`src/rtl/mac_wb_arb_pkg.sv`:
```
// Shared types for the MAC write-back merge stage.
//   XLEN            datapath width of results and instruction tags
//   mac_wb_entry_t  one queued MAC result: data, destination rd, tag, instruction word
//   wb_src_e        which source produced the current write-back beat
//   rd_onehot()     one-hot decode of a destination register index
package mac_wb_arb_pkg;

    localparam int XLEN = 32;

    typedef struct packed {
        logic [XLEN-1:0] data;
        logic [4:0]      rd;
        logic [XLEN-1:0] tag;
        logic [31:0]     instr;
    } mac_wb_entry_t;

    typedef enum logic {
        WB_MAIN = 1'b0,
        WB_MAC  = 1'b1
    } wb_src_e;

    function automatic logic [31:0] rd_onehot(input logic [4:0] rd);
        rd_onehot = 32'd1 << rd;
    endfunction

endpackage

```
`src/rtl/mac_wb_fifo.sv`:
```
// Small synchronous FIFO holding MAC results that lost the write port.
//   clk, rst   clock and synchronous active-high reset (discards contents)
//   push_i     write entry_i at the tail
//   entry_i    entry to enqueue
//   pop_i      drop the head entry
//   head_o     current head entry (valid while !empty_o)
//   full_o     count == DEPTH
//   empty_o    count == 0
//   count_o    number of valid entries
//   valid_o    per-slot valid bits, used to build the pending-rd mask
//   rd_o       per-slot destination register
// The caller never pushes while full nor pops while empty.
module mac_wb_fifo
    import mac_wb_arb_pkg::*;
#(
    parameter int DEPTH = 4,
    localparam int PW = $clog2(DEPTH),
    localparam int CW = PW + 1
) (
    input  logic                    clk,
    input  logic                    rst,
    input  logic                    push_i,
    input  mac_wb_entry_t           entry_i,
    input  logic                    pop_i,
    output mac_wb_entry_t           head_o,
    output logic                    full_o,
    output logic                    empty_o,
    output logic [CW-1:0]           count_o,
    output logic [DEPTH-1:0]        valid_o,
    output logic [DEPTH-1:0][4:0]   rd_o
);

    mac_wb_entry_t        mem_q [DEPTH];
    logic [PW-1:0]        wr_ptr_q, wr_ptr_d;
    logic [PW-1:0]        rd_ptr_q, rd_ptr_d;
    logic [CW-1:0]        count_q, count_d;
    logic [DEPTH-1:0]     valid_q, valid_d;

    // Next-state for pointers, count and slot valid bits. Pointers wrap
    // naturally because DEPTH is a power of two. A simultaneous push and pop
    // never hit the same slot unless the FIFO is full, which the caller
    // prevents, so clearing before setting is only a safety ordering.
    always_comb begin
        wr_ptr_d = wr_ptr_q;
        rd_ptr_d = rd_ptr_q;
        count_d  = count_q;
        valid_d  = valid_q;
        if (pop_i) begin
            valid_d[rd_ptr_q] = 1'b0;
            rd_ptr_d          = rd_ptr_q + 1'b1;
        end
        if (push_i) begin
            valid_d[wr_ptr_q] = 1'b1;
            wr_ptr_d          = wr_ptr_q + 1'b1;
        end
        if (push_i && !pop_i) begin
            count_d = count_q + 1'b1;
        end else if (!push_i && pop_i) begin
            count_d = count_q - 1'b1;
        end
    end

    // Control state registers; reset empties the FIFO.
    always_ff @(posedge clk) begin
        if (rst) begin
            wr_ptr_q <= '0;
            rd_ptr_q <= '0;
            count_q  <= '0;
            valid_q  <= '0;
        end else begin
            wr_ptr_q <= wr_ptr_d;
            rd_ptr_q <= rd_ptr_d;
            count_q  <= count_d;
            valid_q  <= valid_d;
        end
    end

    // Entry storage needs no reset: slot contents are qualified by valid_q.
    always_ff @(posedge clk) begin
        if (push_i) begin
            mem_q[wr_ptr_q] <= entry_i;
        end
    end

    // Expose per-slot destinations for the pending-register mask.
    always_comb begin
        for (int i = 0; i < DEPTH; i++) begin
            rd_o[i] = mem_q[i].rd;
        end
    end

    assign head_o  = mem_q[rd_ptr_q];
    assign full_o  = (count_q == CW'(DEPTH));
    assign empty_o = (count_q == '0);
    assign count_o = count_q;
    assign valid_o = valid_q;

endmodule

```
`src/rtl/mac_wb_arb.sv`:
```
// Write-back merge of MAC results into the register-file write port shared
// with the main EXU pipe. The main pipe always wins; MAC results queue in a
// FIFO and drain on idle port cycles, or bypass it when it is empty.
//   clk, rst                 clock, synchronous active-high reset
//   mac_freeze               freeze actually applied to the MAC
//   mac_out/rd_addr/rd_wr_en/instr_tag/instr   MAC result beat
//   main_wr_en/data/rd_addr/instr_tag/instr    main-pipe write beat
//   mac_hold                 freeze request to the MAC (FIFO full)
//   exu_hold                 ask the main pipe to leave next cycle idle
//   pend_mask                registers targeted by queued MAC results
//   wb_*                     registered write-back beat, wb_from_mac = source
// Optional feature macro: MAC_WB_ANTISTARVE_EN enables the starvation counter
// that drives exu_hold; without it exu_hold is tied low.
module mac_wb_arb
    import mac_wb_arb_pkg::*;
#(
    parameter int DEPTH        = 4,
    parameter int STARVE_LIMIT = 8
) (
    input  logic            clk,
    input  logic            rst,
    input  logic            mac_freeze,
    input  logic [XLEN-1:0] mac_out,
    input  logic [4:0]      mac_rd_addr,
    input  logic            mac_rd_wr_en,
    input  logic [XLEN-1:0] mac_instr_tag,
    input  logic [31:0]     mac_instr,
    input  logic            main_wr_en,
    input  logic [XLEN-1:0] main_data,
    input  logic [4:0]      main_rd_addr,
    input  logic [XLEN-1:0] main_instr_tag,
    input  logic [31:0]     main_instr,
    output logic            mac_hold,
    output logic            exu_hold,
    output logic [31:0]     pend_mask,
    output logic            wb_wr_en,
    output logic [XLEN-1:0] wb_data,
    output logic [4:0]      wb_rd_addr,
    output logic [XLEN-1:0] wb_instr_tag,
    output logic [31:0]     wb_instr,
    output logic            wb_from_mac
);

    localparam int CW = $clog2(DEPTH) + 1;

    mac_wb_entry_t           mac_entry, fifo_head;
    logic                    fifo_full, fifo_empty, fifo_push;
    logic [CW-1:0]           fifo_count;
    logic [DEPTH-1:0]        fifo_valid;
    logic [DEPTH-1:0][4:0]   fifo_rd;
    logic                    push_ok, pop, bypass;

    mac_wb_entry_t           wb_q, wb_d;
    logic                    wb_wr_en_q, wb_wr_en_d;
    wb_src_e                 wb_src_q, wb_src_d;

    assign mac_entry = '{data: mac_out, rd: mac_rd_addr, tag: mac_instr_tag, instr: mac_instr};

    // A result is taken only when the MAC is not frozen and there is room;
    // results aimed at x0 are swallowed here and never reach the port.
    assign push_ok   = mac_rd_wr_en & ~mac_freeze & ~fifo_full & (mac_rd_addr != 5'd0);
    assign pop       = ~main_wr_en & ~fifo_empty;
    assign bypass    = ~main_wr_en & fifo_empty & push_ok;
    assign fifo_push = push_ok & ~bypass;
    assign mac_hold  = fifo_full;

    mac_wb_fifo #(.DEPTH(DEPTH)) u_fifo (
        .clk     (clk),
        .rst     (rst),
        .push_i  (fifo_push),
        .entry_i (mac_entry),
        .pop_i   (pop),
        .head_o  (fifo_head),
        .full_o  (fifo_full),
        .empty_o (fifo_empty),
        .count_o (fifo_count),
        .valid_o (fifo_valid),
        .rd_o    (fifo_rd)
    );

    // Pending mask covers queued entries only; bypassed beats never appear.
    always_comb begin
        pend_mask = '0;
        for (int i = 0; i < DEPTH; i++) begin
            if (fifo_valid[i]) begin
                pend_mask = pend_mask | rd_onehot(fifo_rd[i]);
            end
        end
        pend_mask[0] = 1'b0;
    end

    // Port grant: main pipe first, then the FIFO head, then a bypassing push.
    // On idle cycles only the enable drops; the payload holds its last value.
    always_comb begin
        wb_d       = wb_q;
        wb_src_d   = wb_src_q;
        wb_wr_en_d = main_wr_en | pop | bypass;
        if (main_wr_en) begin
            wb_d     = '{data: main_data, rd: main_rd_addr, tag: main_instr_tag, instr: main_instr};
            wb_src_d = WB_MAIN;
        end else if (pop) begin
            wb_d     = fifo_head;
            wb_src_d = WB_MAC;
        end else if (bypass) begin
            wb_d     = mac_entry;
            wb_src_d = WB_MAC;
        end
    end

    // Write-back beat register: one cycle of latency for either source.
    always_ff @(posedge clk) begin
        if (rst) begin
            wb_q       <= '0;
            wb_src_q   <= WB_MAIN;
            wb_wr_en_q <= 1'b0;
        end else begin
            wb_q       <= wb_d;
            wb_src_q   <= wb_src_d;
            wb_wr_en_q <= wb_wr_en_d;
        end
    end

    assign wb_wr_en     = wb_wr_en_q;
    assign wb_data      = wb_q.data;
    assign wb_rd_addr   = wb_q.rd;
    assign wb_instr_tag = wb_q.tag;
    assign wb_instr     = wb_q.instr;
    assign wb_from_mac  = (wb_src_q == WB_MAC);

`ifdef MAC_WB_ANTISTARVE_EN
    localparam int SW = $clog2(STARVE_LIMIT + 1);

    logic [SW-1:0] starve_q, starve_d;

    // Count cycles the head waits behind main traffic. The counter saturates
    // one past the hold point so exu_hold pulses once even if the main pipe
    // ignores it; any pop or an empty FIFO restarts the count.
    always_comb begin
        starve_d = starve_q;
        if (pop || fifo_empty) begin
            starve_d = '0;
        end else if (main_wr_en && (starve_q != SW'(STARVE_LIMIT))) begin
            starve_d = starve_q + 1'b1;
        end
    end

    // Starvation counter register.
    always_ff @(posedge clk) begin
        if (rst) begin
            starve_q <= '0;
        end else begin
            starve_q <= starve_d;
        end
    end

    assign exu_hold = ~fifo_empty & (starve_q == SW'(STARVE_LIMIT - 1));
`else
    // Without the starvation counter the limit has no consumer.
    localparam int unused_starve_limit = STARVE_LIMIT;

    assign exu_hold = 1'b0;
`endif

    // The FIFO occupancy can never exceed its depth.
    assert property (@(posedge clk) disable iff (rst) fifo_count <= CW'(DEPTH));

endmodule

```
`config.mk`:
```
export PLATFORM = sky130hd
export DESIGN_NAME = mac_wb_arb
export DESIGN_NICKNAME = d
export VERILOG_FILES = /design/src/rtl/mac_wb_arb_pkg.sv /design/src/rtl/mac_wb_fifo.sv /design/src/rtl/mac_wb_arb.sv
export SDC_FILE = /design/constraint.sdc
export NUM_CORES = 1
export LEC_CHECK = 0
export ABC_CLOCK_PERIOD_IN_PS = 14400
export BUFFER_PORTS_ARGS = -buffer_cell sky130_fd_sc_hd__buf_2
export CAP_MARGIN = 20
export CORE_UTILIZATION = 55
export CTS_BUF_LIST = sky130_fd_sc_hd__clkbuf_4 sky130_fd_sc_hd__clkbuf_8
export CTS_CLUSTER_DIAMETER = 100
export DETAILED_ROUTE_END_ITERATION = 12
export GPL_TIMING_DRIVEN = 0
export PLACE_DENSITY = 0.83
export SLEW_MARGIN = 20
export SYNTH_ARGS = -nofsm -noshare
export SYNTH_HDL_FRONTEND = slang
export SYNTH_HIERARCHICAL = 1
export SYNTH_SLANG_ARGS = --single-unit
```
`constraint.sdc`:
```
create_clock -name clk -period 14.4 [get_ports clk]
set_input_delay 3.6 -clock clk [delete_from_list [all_inputs] [get_ports clk]]
set_output_delay 3.6 -clock clk [all_outputs]
set_load 0.05 [all_outputs]
```
Yosys cells after proc, flatten, opt, wreduce, memory -nomap -nowiden
Memories as Yosys holds them, arrays and structs flattened. A register that Yosys moved wholly into a read port is not among the register bits.
Index checks and enable logic that the tools add are counted.
{"block": "word_totals", "latchBits": 0, "ram_bits": 404, "memories": 1, "reg_bits": 114, "in_bits": 207, "out_inout_bits": 137, "rom_bits": 0, "wordCells": 77}
{"block": "op_classes", "n_eq_ne": 1, "n_reduce_logical": 12, "bitwise_logic": 20, "add_sub_neg": 4, "n_lt_le_gt_ge": 4, "n_shift": 4, "div_mod_pow": 0, "mux": 21, "n_mul": 0}
{"name": "u_fifo.mem_q", "words": 4, "word_bits": 101, "read_ports": 5, "rd_clocked_by_memory_dff": 1, "write_ports": 1, "line": "mac_wb_fifo.sv:33", "text": "mac_wb_entry_t mem_q [DEPTH];"}
{"operator": "$mux 101", "count": 3}
{"operator": "$mux 32", "count": 4}
{"operator": "$shl 1x5->32 const A", "count": 4}
{"operator": "$or 32x32->32", "count": 3}
{"operator": "$mux 4", "count": 2}
{"operator": "$and 1x1->1", "count": 7}
{"operator": "$lt 2x3->1 const B", "count": 2}
{"operator": "$mux 1", "count": 6}
{"operator": "$mux 3", "count": 2}
{"operator": "$not 1->1", "count": 5}
{"operator": "$reduce_bool 5->1", "count": 1}
{"operator": "$add 2x1->2 const B", "count": 2}
{"operator": "$and 4x4->4", "count": 1}
{"operator": "$demux 1 s2", "count": 2}
{"operator": "$ge 2x1->1 const B", "count": 2}
{"operator": "$logic_and 1x1->1", "count": 4}
{"operator": "$mux 2", "count": 2}
{"operator": "$not 4->4", "count": 1}
{"operator": "$or 4x4->4", "count": 1}
{"operator": "$reduce_bool 2->1", "count": 2}
{"operator": "$add 3x1->3 const B", "count": 1}
{"operator": "$eq 3x3->1 const B", "count": 1}
{"operator": "$logic_not 3->1", "count": 1}
{"operator": "$reduce_bool 3->1", "count": 1}
{"operator": "other kinds (4)", "count": 6}

Depth between registers and ports, before layout
{"block": "depth", "word_depth": 11, "mapped_depth": 13, "depth_no_buf": 10}

Hierarchy
The synthesis kept the hierarchy.
{"module": "mac_wb_fifo", "n_inst": 1, "cells_each": 613, "area_each_um2": 15344.7, "seq_area_each_um2": 12391.9}
{"module": "mac_wb_arb", "n_inst": 1, "cells_each": 822, "area_each_um2": 7429.6, "seq_area_each_um2": 2062.0}

Least setup slack after synthesis
Ideal clock, no wire load.
{"block": "synth_path", "kind": "input -> register", "startpoint": "input port mac_freeze", "endpoint": "memory u_fifo/mem_q[0][0] (netlist name) (enable)", "n_path_buf": 0, "setup_time_ns": 0.472, "arrival_time_ns": 6.761, "stages": 4, "slack_ns": 7.167, "t_required_ns": 13.928, "cell_sequence": "nor3b_1 o31ai_1 nor2b_1 and2_1"}
{"block": "synth_between", "elab_chain_len": 9}
{"element": "start: declaration", "line": "mac_wb_arb.sv:22", "text": "input logic mac_freeze,"}
{"element": "$not 1->1 (*)", "line": "mac_wb_arb.sv:61", "text": "assign push_ok = mac_rd_wr_en & ~mac_freeze & ~fifo_full & (mac_rd_addr != 5'd0);"}
{"element": "$and 1x1->1 (*) (3 in a row)", "line": "mac_wb_arb.sv:61"}
{"element": "$and 1x1->1", "line": "mac_wb_arb.sv:63", "text": "assign bypass = ~main_wr_en & fifo_empty & push_ok;"}
{"element": "$not 1->1", "line": "mac_wb_arb.sv:64", "text": "assign fifo_push = push_ok & ~bypass;"}
{"element": "$and 1x1->1 (*)", "line": "mac_wb_arb.sv:64"}
{"element": "net fifo_push", "line": "mac_wb_arb.sv:47", "text": "logic fifo_full, fifo_empty, fifo_push;"}
{"element": "$mux 1 (*)", "line": "mac_wb_fifo.sv:80", "text": "if (push_i) begin"}
{"element": "$mux 1 (implied by the code) (*)", "line": "mac_wb_fifo.sv:81", "text": "mem_q[wr_ptr_q] <= entry_i;"}
{"element": "end: declaration", "line": "mac_wb_fifo.sv:33"}
The timed path passes the listed nets; every way through them passes the cells marked *.

Worst setup path after layout
{"block": "layout_path", "startpoint": "input port main_wr_en", "endpoint": "register u_fifo.count_q[2], in the netlist u_fifo/count_o[2]"}
{"block": "layout_between", "word_cells_on_any_way": 12, "classes_between": "mux: 1; bitwise: 6; reduce/logical: 5"}
{"element": "start: declaration", "line": "mac_wb_arb.sv:28", "text": "input logic main_wr_en,"}
{"element": "$not 1->1 (*)", "line": "mac_wb_arb.sv:62", "text": "assign pop = ~main_wr_en & ~fifo_empty;"}
{"element": "$and 1x1->1 (*)", "line": "mac_wb_arb.sv:62"}
{"element": "net pop", "line": "mac_wb_arb.sv:51", "text": "logic push_ok, pop, bypass;"}
{"element": "$logic_not 1->1", "line": "mac_wb_fifo.sv:56", "text": "if (push_i && !pop_i) begin"}
{"element": "$logic_and 1x1->1", "line": "mac_wb_fifo.sv:56"}
{"element": "$mux 3 / $reduce_bool 2->1 (equally long branches)"}
{"element": "end signal: assignment", "line": "mac_wb_fifo.sv:73", "text": "count_q <= count_d;"}
{"element": "end: declaration", "line": "mac_wb_fifo.sv:36", "text": "logic [CW-1:0] count_q, count_d;"}
Marks and branches as above.
A chain may end at the register's enable or synchronous reset.

==> results.md <==
- Synth warn: 6
- Crit-path leading delay family: buffers and inverters
- Slew HR: 27.16%
- Worst slew pin tran: 1093 ps
- Max-Cap Viols: 0
- Max-slew violations: 0
- Most common cell after layout, fill and taps aside: edfxtp_1
- Post-Synthesis Cells: 1435
- Commonest cells after routing, fill and taps aside: edfxtp_1 (404), buf_2 (359), dfxtp_1 (116)
- Vias: 14790
- Largest vdd supply drop: 0.1246 mV
- Count of final hold-check violations: 0
- CTS sink cnt: 520
- Grt total ovfl: 0
- Hold_buf cts: 0
- Total leakage power: 9.680 nW
- Ys flop type: edfxtp_1
- Post-placement cell count: 2316
- Port bufs: 340
- Detailed-route DRC error count: 0
- I/O pins: 344
- Startpoint Class: input port
- Hold Path Class: flop to flop
- GRT Util Overall: 27.97%
- Status: finished, final reports clean
- Slowest-stage cell, CP: clkbuf_1
- Routed WL: 58810 um
- Leading area contributor after synthesis: edfxtp_1
- Max Root-Sink Buffers: 3
- DP HPWL: 39640 um
- Post-synth EDFFs: 404
- NetSw: 1.518 mW
- Cell mode on critical path: clkbuf_1
- Die W: 205.5 um
- Initial antenna violation count: 11
- Fin crit period: 7117 ps
- Postcts setup bufs: 0
- Wirelength per Cell: 23.79 um
- Net count, final: 2084
- Crit path DAT: 7690 ps
- Distinct cells, synth: 49
- Number of global-route vias before repair: 14580
- CP Cell Sequence: clkbuf_1 > buf_2 > clkbuf_1 > clkbuf_1 > nor2_1 > clkbuf_1 > inv_1 > ha_1 > inv_1 > fa_1 > xor2_1 > or3_1 > a21oi_1
- Async SR Flop Fraction: 0%
- Clock slew at reported path FFs: 70 ps
- Worst Setup Path Type: input port to flop
- Core area: 0.04083 mm^2
- First-pass GRT wire length: 86880 um
- Final std cells w/o fill: 2472
- Setup TNS: 0 ps
- CP max stage delay: 720 ps
- Final setup viols: 0
- Avg Cell Area, Syn: 15.87 um^2
- Sw Ratio: 32.56%
- Post-Syn Area: 0.02277 mm^2
- Antenna-violating nets left: 0
- Unrepaired setup endpoints after global routing: false
- First DRT Iteration DRCs: 1397
- Design area: 0.02717 mm^2
- Buf/Inv on CP: 7
- Logic pwr share: 32.1%
- Seq/Total Area, Yosys: 63.47%
- CTS tree: yes
- Largest net degree at the start of global routing: 45
- Req. time, crit path: 14970 ps
- Fmax: 140.5 MHz
- Part of the power in the clock network: 29.0%
- Via density: 5.982
- CTS Root Cell: clkbuf_8
- Die Y: 205.5 um
- Initial Util: 55.78%
- Top cells by area, synth: edfxtp_1 (53%), dfxtp_1 (10%), mux4_2 (10%), mux2_2 (5.0%), mux2i_1 (4.6%)
- Cell Pwr Density: 171.6 mW/mm^2
- Area delta synth->final: 19.32%
- Post-cts sizing count: 0
- Reg power frac: 38.9%
- Tcrit/Tclk final: 49.42%
- Fin Clk Skew: 24.40 ps
- Initial DRT Pass Iterations: 5
- Final Wtd Congestion: 0.9146
- # rows: 74
- Die ar.: 0.04223 mm^2
- Clock Latency Late Sink: 640 ps
- FF+latch count, synth: 520
- Layout cells sized above 1: 39.48%
- Pint: 3.145 mW
- Htree depth: 3
- Dpl cell area: 0.02536 mm^2
- Crit-path max FO: 10
- CP endpoint kind: flop
- Cts bufs inserted: 81
- Post-synth top area share: 53.27%
==> per-stage QoR <==
step,hold WS [ps],power (mW),setup slack [ps],util [%]
floorplan,460.9,2.954,7167,-
global placement,443.9,3.314,4668,61.58
detailed placement,450.5,3.338,6639,62.11
CTS,459.4,4.692,7330,66.52
global route,480.4,4.838,7052,66.54
finish,455.4,4.663,7283,66.55
==> sequential cells by signal, indices dropped and copies added, names as in the netlist, named ones only <==
name,flops
u_fifo/mem_q,404
wb_data,32
wb_instr,32
wb_instr_tag,32
wb_rd_addr,5
u_fifo/valid_o,4
u_fifo/count_o,3
u_fifo/rd_ptr_q,2
u_fifo/wr_ptr_q,2
wb_from_mac,1
wb_wr_en,1
==> power by group through the flow <==
stage	clock network [mW]	registers, mW	logic [mW]
3_3_place_gp	0	1.85	1.47
2_1_floorplan	0	2.10	0.853
6_report	1.35	1.81	1.50
4_1_cts	1.37	1.81	1.51
3_5_place_dp	0	1.84	1.50
5_1_grt	1.43	1.82	1.58
==> layout make-up <==
type                    count  area [um^2]
fillers                  2820        13660
repair buffers            348         1907
well taps                 532        665.6
inverters                   8        30.03
diodes                      5        12.51
plain buffers             121        742.0
clock inverters            39        389.1
flip-flops and latches    520        14450
clock buffers             112         1410
multi-input cells         787         7564
==> synthesized netlist by cell type, types with 11 or more instances <==
cell type  number
edfxtp_1      404
dfxtp_1       116
nand2_1       112
nand2b_1      110
mux2i_1       104
mux2_2        101
mux4_2        101
o211ai_1      101
clkbuf_1       54
o221ai_1       30
buf_4          24
buf_2          19
nor2_1         17
a22oi_1        14
buf_6          11
==> worst reg2reg max path, delay by kind of cell, from the launching register on <==
| kind | cells | cell delay, ps |
|---|---|---|
| AND/OR/NAND/NOR | 3 | 570 |
| XOR/XNOR | 1 | 180 |
| adder cells (fa/ha/maj) | 2 | 560 |
| flip-flops | 1 | 360 |
| AO/OA/AOI/OAI | 1 | 140 |
| buffers and inverters | 6 | 1920 |
==> metal layers <==
layer	vias up	GRT usage, %	wire, um
met4	12	9.286	1292
li1	6513	-	-
met3	104	5.876	4985
met2	742	45.12	28760
met1	7417	37.96	23700
met5	-	0	74
==> path summary, 6_finish.rpt <==
path,startpoint,to,slack (ps),cells after the start
hold / removal,wb_data[28],wb_data[28],460,2
setup / recovery,main_wr_en,u_fifo/count_o[2],7280,13
setup reg to reg,u_fifo/count_o[0],u_fifo/count_o[2],10620,13
hold reg to reg,wb_data[28],wb_data[28],460,2
==> logic make-up after synthesis <==
group	count (synthesis)	share of synthesized area, %
DFF	520	63.47
muxes	306	19.55
and+or+nand+nor	293	6.944
AOI/OAI and AO/OA	172	5.900
buffers and inverters	129	3.384
adders and majority gates	10	0.5824
xor gates and xnor gates	4	0.1539
other	1	0.01647
Note: power is estimated with default switching activity, not from simulation.
